## src/rtl/pipe_ctrl_pkg.sv

```systemverilog
// Shared types and constants for the pipeline controller.
package pipe_ctrl_pkg;

  // EX operand source select encodings
  localparam logic [1:0] FWD_REG = 2'b00;
  localparam logic [1:0] FWD_WB  = 2'b01;
  localparam logic [1:0] FWD_MEM = 2'b10;

  // One pipeline mode per cycle: advance, load-use bubble, branch flush, memory stall
  typedef enum logic [1:0] {
    ADV    = 2'd0,
    LDU    = 2'd1,
    FLUSH  = 2'd2,
    MSTALL = 2'd3
  } mode_t;

endpackage : pipe_ctrl_pkg

```

## src/rtl/pipe_fwd_sel.sv

```systemverilog
// Forward-source compare for one EX operand; EX/MEM result beats MEM/WB result.
module pipe_fwd_sel
  import pipe_ctrl_pkg::*;
#(
  parameter int unsigned RDW = 3
) (
  input  logic [RDW-1:0] src,
  input  logic           mem_v,
  input  logic           mem_regwrite,
  input  logic [RDW-1:0] mem_rd,
  input  logic           wb_v,
  input  logic           wb_regwrite,
  input  logic [RDW-1:0] wb_rd,
  output logic [1:0]     sel_c
);

  logic mem_hit;
  logic wb_hit;

  // Register 0 is hardwired zero and never a forwarding source; invalid stages never forward
  always_comb begin
    mem_hit = mem_v & mem_regwrite & (mem_rd != '0) & (mem_rd == src);
    wb_hit  = wb_v & wb_regwrite & (wb_rd != '0) & (wb_rd == src);
    sel_c   = FWD_REG;
    if (mem_hit) begin
      sel_c = FWD_MEM;
    end else if (wb_hit) begin
      sel_c = FWD_WB;
    end
  end

endmodule : pipe_fwd_sel

```

## src/rtl/pipe_ctrl.sv

```systemverilog
// Central pipeline controller: stage valid bits, enables/bubbles, forwarding, MEM-stall watchdog.
// Optional performance counters are built when PIPE_PERF_CNT_EN is defined; otherwise tied to 0.
module pipe_ctrl
  import pipe_ctrl_pkg::*;
#(
  parameter int unsigned REG_DIR_WIDTH = 3,
  parameter int unsigned MEM_TIMEOUT   = 255,
  parameter int unsigned CNT_WIDTH     = 16
) (
  input  logic                     clk,
  input  logic                     rst,
  input  logic [REG_DIR_WIDTH-1:0] id_rs,
  input  logic [REG_DIR_WIDTH-1:0] id_rt,
  input  logic                     id_use_rs,
  input  logic                     id_use_rt,
  input  logic [REG_DIR_WIDTH-1:0] ex_rs,
  input  logic [REG_DIR_WIDTH-1:0] ex_rt,
  input  logic [REG_DIR_WIDTH-1:0] ex_rd,
  input  logic                     ex_memread,
  input  logic                     ex_br_taken,
  input  logic [REG_DIR_WIDTH-1:0] mem_rd,
  input  logic [REG_DIR_WIDTH-1:0] wb_rd,
  input  logic                     mem_regwrite,
  input  logic                     wb_regwrite,
  input  logic                     mem_req,
  input  logic                     mem_ack,
  output logic                     pc_write,
  output logic                     ifid_write,
  output logic                     ifid_flush,
  output logic                     idex_bubble,
  output logic                     front_hold,
  output logic                     memwb_bubble,
  output logic                     v_id,
  output logic                     v_ex,
  output logic                     v_mem,
  output logic                     v_wb,
  output logic [1:0]               fwd_a,
  output logic [1:0]               fwd_b,
  output logic                     mem_err,
  output logic [CNT_WIDTH-1:0]     cyc_cnt,
  output logic [CNT_WIDTH-1:0]     stall_cnt,
  output logic [CNT_WIDTH-1:0]     flush_cnt
);

  localparam int unsigned       WD_W   = $clog2(MEM_TIMEOUT + 1);
  localparam logic [WD_W-1:0]   WD_MAX = WD_W'(MEM_TIMEOUT);

  mode_t           mode;
  logic            mem_stall;
  logic            flush;
  logic            load_use;
  logic [WD_W-1:0] wd_cnt;
  logic [WD_W-1:0] wd_inc;

  // Hazard detection and mode selection: mem_stall > flush > load_use > advance
  always_comb begin
    mem_stall = v_mem & mem_req & ~mem_ack;
    flush     = v_ex & ex_br_taken & ~mem_stall;
    load_use  = v_id & v_ex & ex_memread & (ex_rd != '0) &
                ((id_use_rs & (id_rs == ex_rd)) | (id_use_rt & (id_rt == ex_rd)));
    mode      = ADV;
    if (mem_stall) begin
      mode = MSTALL;
    end else if (flush) begin
      mode = FLUSH;
    end else if (load_use) begin
      mode = LDU;
    end
  end

  // Pipeline-register enables and bubbles for the current mode
  always_comb begin
    pc_write     = 1'b1;
    ifid_write   = 1'b1;
    ifid_flush   = 1'b0;
    idex_bubble  = 1'b0;
    front_hold   = 1'b0;
    memwb_bubble = 1'b0;
    case (mode)
      MSTALL: begin
        pc_write     = 1'b0;
        ifid_write   = 1'b0;
        front_hold   = 1'b1;
        memwb_bubble = 1'b1;
      end
      FLUSH: begin
        ifid_flush  = 1'b1;
        idex_bubble = 1'b1;
      end
      LDU: begin
        pc_write    = 1'b0;
        ifid_write  = 1'b0;
        idex_bubble = 1'b1;
      end
      default: ;
    endcase
  end

  // Stage valid bits follow the instruction flow chosen by the mode
  always_ff @(posedge clk) begin
    if (rst) begin
      v_id  <= 1'b0;
      v_ex  <= 1'b0;
      v_mem <= 1'b0;
      v_wb  <= 1'b0;
    end else begin
      case (mode)
        MSTALL: begin
          v_wb <= 1'b0;
        end
        FLUSH: begin
          v_id  <= 1'b0;
          v_ex  <= 1'b0;
          v_mem <= 1'b1;
          v_wb  <= v_mem;
        end
        LDU: begin
          v_ex  <= 1'b0;
          v_mem <= v_ex;
          v_wb  <= v_mem;
        end
        default: begin
          v_id  <= 1'b1;
          v_ex  <= v_id;
          v_mem <= v_ex;
          v_wb  <= v_mem;
        end
      endcase
    end
  end

  // Saturating increment of the consecutive-stall count
  always_comb begin
    wd_inc = (wd_cnt == WD_MAX) ? wd_cnt : wd_cnt + WD_W'(1);
  end

  // Watchdog: consecutive MEM stalls; mem_err is sticky once the limit is reached
  always_ff @(posedge clk) begin
    if (rst) begin
      wd_cnt  <= '0;
      mem_err <= 1'b0;
    end else if (mode == MSTALL) begin
      wd_cnt <= wd_inc;
      if (wd_inc == WD_MAX) begin
        mem_err <= 1'b1;
      end
    end else begin
      wd_cnt <= '0;
    end
  end

  pipe_fwd_sel #(.RDW(REG_DIR_WIDTH)) u_fwd_a (
    .src          (ex_rs),
    .mem_v        (v_mem),
    .mem_regwrite (mem_regwrite),
    .mem_rd       (mem_rd),
    .wb_v         (v_wb),
    .wb_regwrite  (wb_regwrite),
    .wb_rd        (wb_rd),
    .sel_c        (fwd_a)
  );

  pipe_fwd_sel #(.RDW(REG_DIR_WIDTH)) u_fwd_b (
    .src          (ex_rt),
    .mem_v        (v_mem),
    .mem_regwrite (mem_regwrite),
    .mem_rd       (mem_rd),
    .wb_v         (v_wb),
    .wb_regwrite  (wb_regwrite),
    .wb_rd        (wb_rd),
    .sel_c        (fwd_b)
  );

`ifdef PIPE_PERF_CNT_EN
  // Saturating performance counters
  always_ff @(posedge clk) begin
    if (rst) begin
      cyc_cnt   <= '0;
      stall_cnt <= '0;
      flush_cnt <= '0;
    end else begin
      if (cyc_cnt != '1) begin
        cyc_cnt <= cyc_cnt + CNT_WIDTH'(1);
      end
      if ((mode == MSTALL || mode == LDU) && stall_cnt != '1) begin
        stall_cnt <= stall_cnt + CNT_WIDTH'(1);
      end
      if (mode == FLUSH && flush_cnt != '1) begin
        flush_cnt <= flush_cnt + CNT_WIDTH'(1);
      end
    end
  end
`else
  assign cyc_cnt   = '0;
  assign stall_cnt = '0;
  assign flush_cnt = '0;
`endif

endmodule : pipe_ctrl

```

## config.mk

```make
export PLATFORM = sky130hd
export DESIGN_NAME = pipe_ctrl
export DESIGN_NICKNAME = d
export VERILOG_FILES = /design/src/rtl/pipe_ctrl_pkg.sv /design/src/rtl/pipe_fwd_sel.sv /design/src/rtl/pipe_ctrl.sv
export SDC_FILE = /design/constraint.sdc
export NUM_CORES = 1
export LEC_CHECK = 0
export ABC_AREA = 1
export CORE_ASPECT_RATIO = 0.8
export CORE_MARGIN = 2
export CORE_UTILIZATION = 36
export DETAILED_ROUTE_END_ITERATION = 10
export GPL_ROUTABILITY_DRIVEN = 0
export GPL_TIMING_DRIVEN = 0
export PLACE_DENSITY = 0.81
export REMOVE_ABC_BUFFERS = 1
export SLEW_MARGIN = 0
export SYNTH_ARGS = -nofsm -noshare
export SYNTH_HDL_FRONTEND = slang
export SYNTH_SLANG_ARGS = --single-unit
```

## constraint.sdc

```tcl
create_clock -name clk -period 1.9 [get_ports clk]
set_clock_uncertainty 0.05 [all_clocks]
set_input_delay 0.285 -clock clk [delete_from_list [all_inputs] [get_ports clk]]
set_output_delay 0.285 -clock clk [all_outputs]
set_load 0.02 [all_outputs]
```

==> results.md, run 1 <==
- First-pass GRT wire length: 4.52 mm
- Final layout net count: 291
- GRT overflow: 0
- Max_cap viols: 0
- Initial core utilization: between 30% and 40%
- Reg2reg setup slack: ~0.23 ns
- Hold_buf cts: 0
- CTS tree: yes
- WHS Path Cells: 4
- Outcome: completed
- Synthesized cell area: between 1000 and 1500 sq um
- RR Endpoint: mem_err
- Number of global-route vias before repair: 1070
- DRC: 0
- Pre-Repair DR Iteration Count: 4
- Die extent in x: 73.8 um
- Hold Path Class: in -> reg
- Final Slew Violations: 0
- PortBufs: 45
- Initial antenna violation count: 0
- Rows: 20
- CP peak stage delay: approximately 0.36 ns
- Synthesized flop and latch total: 13
- Required time worst endpoint: 1.56 ns
- Largest net degree at the start of global routing: 12
- TritonCTS Buffers: 3
- CP Class: reg -> out
- HP Start: mem_ack
- Peak Freq: about 0.55 GHz
- Inst Count DP: slightly below 300
- Share of the synthesized area in the top cell type: 27.9%
- Critical Path End Type: output port
- IR drop worst, VDD: 0.365 mV
- Endpoints failing hold: 0
- Bufs and invs on worst path: 4
- DP HPWL: 2.29 mm
- Final WL: roughly 2.9 mm
- CTS H-Tree Depth: 1
- Clock Tree Root: clkbuf_8
- Syn. warnings: 0
- Total global-route track usage: 13.2%
- Tcrit/Tclk final: a little over nine tenths
- Iteration-0 DRC Markers: 18
- Die Area: 4410 sq um
- Hold EP: v_mem
- Antenna viol nets, final: 0
- Via count: 1228
- EDFF count, synth: 0
- Reg2reg start: wd_cnt[0]
- Avg WL per Cell: 9.58 um
- Seq/Total Area, Yosys: a little under a fifth
- Main flop type after synthesis: dfxtp_1
- Total chip power: between 0.8 and 0.9 mW
- Worst EP arrival: 1.49 ns
- Share of cells above drive strength 1: 17.6%
- Final setup viols: 0
- Placeable core area: 3750 sq um
- Reg2reg path depth: 9
- Leak: roughly 0.86 nW
- Worst skew pair latency: 0.24 ns
- Diode count: 0
- Mean post-synth cell area: 6.74 sq um
- Critical Path Fanout Max: 5
- Synth cell types: 27
- Async S/R FF share, synth: 0%
- Die span in y: 59.8 um
- CP delay by family, top: flip-flops
- Area contributors post-synth: buf_4, dfxtp_1, nand2_1
- Post-layout util: 47.2%
- Synth-to-Final Area Change: 26.3%
- Power Dens Cells: ~460 nW/um^2
- Slowest stage cell, crit path: dfxtp_2
- Synth area leader: buf_4
- Via density: 4.09
- Cells after synthesis: roughly 210
- Worst-path clk slew: 0.05 ns
- Fin crit period: ~1.8 ns
- Post-layout instance count excluding filler cells: 300
- CTS Buffer Depth: 2
- TritonCTS Sinks: 13
- Crit-path cells: nand2_2 > nor2_4 > inv_2 > nand2_2 > inv_4 > ha_4 > inv_2 > buf_6
- Startpoint types: flip-flop
- I/O pin total: 94
## routing by layer
metal  up-vias  routed length [um]  track usage [%]
met2        47                1390             22.7
met4         0                  57             5.45
li1        644                   -                -
met5         -                   0                0
met1       529                1200             14.9
met3         8                 225             4.72
## final cells by class
class                           count  area [sq um]
Sequential cell                    13           263
Timing Repair Buffer               50           435
Fill cell                         380          1980
Inverter                           21          81.3
Multi-Input combinational cell    168           891
Tap cell                           44          55.1
Clock buffer                        4          45.0
## layout by cell type, fill, tap and decap left out, drive strengths merged, types with 2 or more instances in the layout
cell,instances
clkdlybuf4s50,13
xnor2,8
dlymetal6s2s,3
dfxtp,13
xor2,8
ha,3
inv,21
clkbuf,8
a21oi,8
dlygate4sd2,19
nor3,3
buf,10
nand3,14
conb,48
a21boi,2
nand2,40
nor2,23
nand4,3
o21ai,4
## cell families (layout without fill, tap and decap cells)
family | Yosys count | in the layout | synth area share (%)
buf+inv | 74 | 75 | 34.3
other cells | 1 | 48 | 0.268
simple gates | 86 | 86 | 27.9
fa+ha+maj | 3 | 3 | 2.68
compound gates | 15 | 15 | 6.34
xor+xnor | 16 | 16 | 10.0
flops | 13 | 13 | 18.6
## power breakdown
group	internal, mW	switching (mW)
registers	0.282	0.00843
logic	0.103	0.180
clock network	0.148	0.0918
total	0.532	0.280
## registers in the layout, summed over array words and instances, names as in the netlist
signal,cells
mem_err,1
v_ex,1
v_id,1
v_mem,1
v_wb,1
wd_cnt,8
## synth_stat cells, types with 7 or more instances
| cell type | number |
|---|---|
| a21oi_1 | 7 |
| buf_4 | 52 |
| dfxtp_1 | 13 |
| inv_1 | 20 |
| nand2_1 | 37 |
| nand3_1 | 12 |
| nor2_1 | 20 |
| xnor2_1 | 8 |
| xor2_1 | 8 |
## worst max path at each step
stage / start / end / slack, ns / cells past startpoint
CTS: ex_memread / idex_bubble / 0.001 / 9
floorplan: v_mem / idex_bubble / -0.64 / 7
global placement: mem_req / idex_bubble / -0.91 / 9
global route: wb_regwrite / fwd_a[0] / -0.01 / 7
detailed placement: mem_req / idex_bubble / -0.98 / 9
finish: v_mem / idex_bubble / 0.08 / 8
## timing repair
| item | 4_1_cts | 5_1_grt |
|---|---|---|
| gates resized for setup | 68 | 16 |
| pin swaps | 14 | 12 |
| setup buffers | 3 | 2 |
| endpoints found under the setup margin | 11 | 9 |
## tightest hold or removal path, stage by stage
cell and delay [ns]:
dlymetal6s2s_1 0.13, nor2_4 0.07, inv_2 0.09, a21oi_1 0.07
## through the flow
stage / setup TNS [ns] / worst slack (ns) / hold slack (ns) / instance area (sq um)
2_1_floorplan: -2.72 / -0.636 / 0.297 / 1180
3_3_place_gp: -5.21 / -0.911 / 0.404 / 1680
5_1_grt: -0.0116 / -0.0116 / 0.434 / 1770
6_report: 0 / 0.0787 / 0.393 / 1770
3_5_place_dp: -5.84 / -0.977 / 0.413 / 1680
4_1_cts: 0 / 0.00145 / 0.421 / 1750
(Power assumes the default switching activity.)
==> run 2, diff against run 1 <==
--- a/config.mk
+++ b/config.mk
@@ -9,6 +9,7 @@
 export CORE_ASPECT_RATIO = 0.8
 export CORE_MARGIN = 2
 export CORE_UTILIZATION = 36
+export CTS_CLUSTER_DIAMETER = 100
 export DETAILED_ROUTE_END_ITERATION = 10
 export GPL_ROUTABILITY_DRIVEN = 0
 export GPL_TIMING_DRIVEN = 0
==> results of run 2 <==
Same layout as run 1: the final DEF is identical, and so are final timing and power.
